### src/rtl/vga_pkg.sv
// Shared VGA frame-buffer constants and arbiter state type.
// FB_PIXELS is also used by the VGA timing generator.
package vga_pkg;

   localparam int unsigned H_DISPLAY = 1920;
   localparam int unsigned V_DISPLAY = 1080;
   localparam int unsigned ADDR_W    = 21;
   localparam int unsigned DATA_W    = 8;
   localparam int unsigned COL_W     = 11;
   localparam int unsigned FB_PIXELS = H_DISPLAY * V_DISPLAY;

   typedef enum logic [1:0] {
      StIdle,
      StFetch,
      StHost
   } fb_state_e;

endpackage

### src/rtl/vga_fb_addr_gen.sv
// Line prefetch address generator: base latch, column counter, burst counter.
// col saturates at the last pixel; burst saturates at BURST until cleared by a host slot.
module vga_fb_addr_gen
   import vga_pkg::*;
#(
   parameter int unsigned BURST = 16
) (
   input  logic              clk,
   input  logic              reset,
   input  logic              load,
   input  logic [COL_W-1:0]  line_idx,
   input  logic              step,
   input  logic              burst_clr,
   output logic [ADDR_W-1:0] addr,
   output logic [COL_W-1:0]  col,
   output logic              last,
   output logic              burst_full
);

   localparam int unsigned BURST_W = $clog2(BURST + 1);

   logic [ADDR_W-1:0]  base_q;
   logic [COL_W-1:0]   col_q;
   logic [BURST_W-1:0] burst_q;

   always_ff @(posedge clk or negedge reset) begin
      if (!reset) begin
         base_q  <= '0;
         col_q   <= '0;
         burst_q <= '0;
      end else begin
         if (load) begin
            base_q <= ADDR_W'(line_idx) * ADDR_W'(H_DISPLAY);
            col_q  <= '0;
         end else if (step && !last) begin
            col_q <= col_q + 1'b1;
         end
         if (load || burst_clr) begin
            burst_q <= '0;
         end else if (step && !burst_full) begin
            burst_q <= burst_q + 1'b1;
         end
      end
   end

   assign addr       = base_q + ADDR_W'(col_q);
   assign col        = col_q;
   assign last       = (col_q == COL_W'(H_DISPLAY - 1));
   assign burst_full = (burst_q == BURST_W'(BURST));

endmodule

### src/rtl/vga_fb_arbiter.sv
// Frame-buffer port arbiter: display line prefetch (priority) vs host pixel writes.
// state_q names the access currently presented on the registered mem_* outputs.
module vga_fb_arbiter
   import vga_pkg::*;
#(
   parameter int unsigned BURST = 16
) (
   input  logic              clk,
   input  logic              reset,
   input  logic              line_req,
   input  logic [COL_W-1:0]  line_idx,
   input  logic              host_req,
   input  logic [ADDR_W-1:0] host_addr,
   input  logic [DATA_W-1:0] host_wdata,
   output logic              host_ack,
   output logic              mem_en,
   output logic              mem_we,
   output logic [ADDR_W-1:0] mem_addr,
   output logic [DATA_W-1:0] mem_wdata,
   input  logic [DATA_W-1:0] mem_rdata,
   output logic              pf_wvalid,
   output logic [COL_W-1:0]  pf_waddr,
   output logic [DATA_W-1:0] pf_wdata,
   output logic              pf_done,
   output logic              pf_overrun
);

   fb_state_e         state_q;
   logic              pending_q;
   logic [COL_W-1:0]  rd_col_q;
   logic              rd_last_q;

   logic [ADDR_W-1:0] gen_addr;
   logic [COL_W-1:0]  gen_col;
   logic              gen_last;
   logic              burst_full;
   logic              line_accept;
   logic              host_ok;
   logic              do_read;
   logic              do_host;
   logic              host_in_range;

   assign line_accept   = line_req && (line_idx < COL_W'(V_DISPLAY)) && !pending_q;
   // The request is still high during its own ack cycle, so it is ignored there.
   assign host_ok       = host_req && (state_q != StHost);
   assign do_read       = pending_q && !(burst_full && host_ok);
   assign do_host       = host_ok && (pending_q ? burst_full : !line_accept);
   assign host_in_range = host_addr < ADDR_W'(FB_PIXELS);

   vga_fb_addr_gen #(
      .BURST (BURST)
   ) u_addr_gen (
      .clk        (clk),
      .reset      (reset),
      .load       (line_accept),
      .line_idx   (line_idx),
      .step       (do_read),
      .burst_clr  (do_host),
      .addr       (gen_addr),
      .col        (gen_col),
      .last       (gen_last),
      .burst_full (burst_full)
   );

   always_ff @(posedge clk or negedge reset) begin
      if (!reset) begin
         state_q    <= StIdle;
         pending_q  <= 1'b0;
         rd_col_q   <= '0;
         rd_last_q  <= 1'b0;
         host_ack   <= 1'b0;
         mem_en     <= 1'b0;
         mem_we     <= 1'b0;
         mem_addr   <= '0;
         mem_wdata  <= '0;
         pf_wvalid  <= 1'b0;
         pf_waddr   <= '0;
         pf_done    <= 1'b0;
         pf_overrun <= 1'b0;
      end else begin
         host_ack   <= do_host;
         pf_overrun <= line_req && pending_q;
         // Read data returns one cycle after the strobe, so the line-buffer write trails it.
         pf_wvalid  <= (state_q == StFetch);
         pf_done    <= (state_q == StFetch) && rd_last_q;
         if (state_q == StFetch) begin
            pf_waddr <= rd_col_q;
         end

         if (line_accept) begin
            pending_q <= 1'b1;
         end else if (do_read && gen_last) begin
            pending_q <= 1'b0;
         end

         mem_en    <= 1'b0;
         mem_we    <= 1'b0;
         mem_addr  <= '0;
         mem_wdata <= '0;
         if (do_read) begin
            state_q   <= StFetch;
            mem_en    <= 1'b1;
            mem_addr  <= gen_addr;
            rd_col_q  <= gen_col;
            rd_last_q <= gen_last;
         end else if (do_host) begin
            state_q   <= StHost;
            mem_en    <= host_in_range;
            mem_we    <= host_in_range;
            mem_addr  <= host_addr;
            mem_wdata <= host_wdata;
         end else begin
            state_q <= StIdle;
         end
      end
   end

   assign pf_wdata = pf_wvalid ? mem_rdata : '0;

endmodule

### config.mk
export PLATFORM = sky130hd
export DESIGN_NAME = vga_fb_arbiter
export DESIGN_NICKNAME = d
export VERILOG_FILES = /design/src/rtl/vga_pkg.sv /design/src/rtl/vga_fb_addr_gen.sv /design/src/rtl/vga_fb_arbiter.sv
export SDC_FILE = /design/constraint.sdc
export NUM_CORES = 1
export LEC_CHECK = 0
export CAP_MARGIN = 20
export CORE_MARGIN = 2
export CORE_UTILIZATION = 30
export CTS_BUF_LIST = sky130_fd_sc_hd__clkbuf_8
export DETAILED_ROUTE_END_ITERATION = 7
export PLACE_DENSITY = 0.53
export SLEW_MARGIN = 10
export SYNTH_ARGS = -nofsm -noshare
export SYNTH_HDL_FRONTEND = slang
export SYNTH_SLANG_ARGS = --single-unit
### constraint.sdc
create_clock -name clk -period 2.1 [get_ports clk]
set_input_delay 0.525 -clock clk [delete_from_list [all_inputs] [get_ports clk]]
set_output_delay 0.525 -clock clk [all_outputs]
set_load 0.05 [all_outputs]
==> metrics.txt <==
status=finished, violations left; failing checks=negative setup slack; required time of the critical path=around 2400 ps; Worst Setup Start Kind=primary input; ant diodes=0; die footprint=approximately 18000 sq um; share of cells above drive strength 1=approximately a quarter; CP arrival=around 2900 ps; slowest stage cell, crit path=fa_1; H-tree depth=3; hold buffers post-CTS=0; Final Hold Slack=about 92 ps; # setup viols final=10; Crit path max-delay family=adder cells; number of synthesized flops with an enable pin=0; fin. max-slew vios=0; CTS buffer count=9; grt met3 use=under 10%; initial antenna violation count=1; Worst Setup Slack, final=-585 ps; Slew headroom=between 60% and 70%; crit-path cells=buf_8 -> fa_1 -> fa_1 -> fa_2 -> a211oi_2 -> o21bai_2 -> a221oi_2 -> xor2_1 -> o21ai_1; count leader, synth=nand2_1; Synth area leaders=dfrtp_1 (46%), fa_1 (8.0%), ha_1 (7.3%); Yosys top cell by area=dfrtp_1; I/O Pins=106; first-pass GRT wire length=between 20000 and 25000 um; row cnt=47; WS Path Type=primary input to flip-flop; met1 Use GR=between 10% and 20%; number of synthesized register bits=between 90 and 100; fin util=between 40% and 50%; Clock Latency Late Sink=370 ps; Sum Neg Setup Slack=-4590 ps; Final Hold Vio Count=0; skew final=15.9 ps; ys async rst share=100%; Placement Setup Slack=-1420 ps; Final Critical Period=about 2700 ps; Power Density=between 1000 and 1500 nW/um^2; WP buf/inv=1; type of the most critical hold path=primary input to asynchronous set/reset pin; max incr delay on CP=about 560 ps; Vias/cell=approximately 4.5; Starting Density=between 30% and 40%; largest buffer count on any clock path=2; largest net degree at the start of global routing=36; R2R setup slack=around 160 ps; drc violations=0; synth unique cells=around 50; CTS Sinks=91; total leakage power=between 3 and 4 nW; Final Cycle Share=128%; CTS Root Cell=clkbuf_8; critical path's most frequent cell=fa_1; clk slew on worst S/H paths=~100 ps; Pre-antenna DRT Iters=4; Post-Syn Nets=just under 600; Synth Flop Type=dfrtp_1; Die Ht=approximately 130 um; grt peak-use layer=met2; worst-path fanout max=3; mapped cell area=4980 sq um; Final HPWL DP=between 9000 and 10000 um; Routed WL per cell=approximately 13 um; Yosys warnings=0; GRT Util Overall=between 10% and 20%; CTS tree=done; final global-route overflow total=0; Core Area=16400 sq um; crit end category=flip-flop; post-synthesis sequential area ratio=45.8%; Syn Inst Count=around 500; unrepaired setup endpoints after global routing=yes; post-route ant nets=0; M2 GR Usage=between 20% and 30%; Die Span X=roughly 130 um; fin cells=slightly below 900; post-synth top area share=a little under half; max-cap check violation count=0; nets=768; starting DRC count in detailed routing=approximately 190; syn_area_per_cell=about 10 sq um; synth cell count leaders=nand2_1 (94), dfrtp_1 (91), inv_1 (37); Inst Count DP=~870; Worst Tran Pin Value=around 530 ps; port bufs=approximately 110; IR drop worst, VDD=0.465 mV; Via Count=between 4000 and 5000; Placer Congestion=about 0.80; vias in the first global route=slightly above 4000; Fmax=approximately 370 MHz; Detailed Route WL=~12000 um; P&R area growth vs syn=48.4%
[flip-flops by register name (all words and copies together), names as in the netlist]
register	flops
mem_en	1
pf_wvalid	1
state_q	2
rd_last_q	1
pending_q	1
mem_we	1
mem_addr	21
pf_overrun	1
u_addr_gen.burst_q	5
mem_wdata	8
rd_col_q	11
host_ack	1
u_addr_gen.base_q	14
pf_done	1
pf_waddr	11
u_addr_gen.col	11
[power by group]
group	leakage, nW	switching, W	internal, W
logic	2.17	0.00240	0.00177
clock network	0.112	0.000626	0.000739
registers	1.17	0.000401	0.00232
[stage by stage]
stage | power (W) | instance area [sq um]
2_1_floorplan | 0.00521 | 5080
3_3_place_gp | 0.00670 | 6950
3_5_place_dp | 0.00677 | 6950
4_1_cts | 0.00825 | 7270
5_1_grt | 0.00883 | 7390
6_report | 0.00826 | 7390
[layout by cell type, fill, tap and decap left out, types with 11 or more instances in the layout]
| master | netlist | final |
|---|---|---|
| xnor2_1 | 12 | 12 |
| mux2_2 | 11 | 11 |
| fa_1 | 20 | 19 |
| a21oi_1 | 18 | 11 |
| dfrtp_1 | 91 | 90 |
| xor2_1 | 18 | 18 |
| ha_1 | 29 | 22 |
| and2_1 | 18 | 18 |
| inv_1 | 37 | 28 |
| buf_4 | 0 | 71 |
| clkbuf_8 | 0 | 11 |
| o21ai_0 | 26 | 18 |
| nand2_1 | 94 | 94 |
| clkdlybuf4s50_1 | 0 | 75 |
| nor2_1 | 20 | 19 |
[final cells by class]
type / instances / area (sq um)
repair buffers: 178 / 1730
clock buffers: 11 / 151
inverters: 37 / 150
well taps: 220 / 275
fillers: 1556 / 9020
multi-input cells: 350 / 2710
flip-flops and latches: 91 / 2280
clock inverters: 5 / 83.8
[cells by family after synthesis]
group,after synthesis,share of synthesized area (%)
buf+inv,52,4.15
flops,91,45.8
mux,12,2.69
fa+ha+maj,49,15.3
xor+xnor,30,5.28
simple gates,187,17.9
compound gates,72,8.87
[metal layers]
layer  vias to the layer above  wire, um
met5                         -         0
met4                         0       168
met3                        12       470
met2                        93      5500
met1                      1897      5780
li1                       1999         -
[worst reg2reg max path, cell delays in order (launching register included)]
cell and delay (ps):
dfrtp_1 470, ha_1 390, nand3_1 90, o22ai_1 410
nand4_1 170, xor2_1 160, o21ai_0 150
[final timing paths]
| check | to | startpoint | cells past startpoint |
|---|---|---|---|
| max | u_addr_gen.base_q[19] | line_idx[0] | 9 |
| min | u_addr_gen.col[4] | reset | 1 |
| max reg2reg | mem_addr[18] | u_addr_gen.col[9] | 6 |
| min reg2reg | rd_col_q[0] | rd_col_q[0] | 2 |
| max in group asynchronous | pf_waddr[3] | reset | 2 |
| min in group clk | rd_col_q[0] | rd_col_q[0] | 2 |
[timing repair]
item	in CTS	in global routing
setup buffers	2	4
cloned	0	0
gates resized for setup	68	31
endpoints found under the setup margin	63	54
pin swaps	31	30
Power figures use the tool's default switching activity.
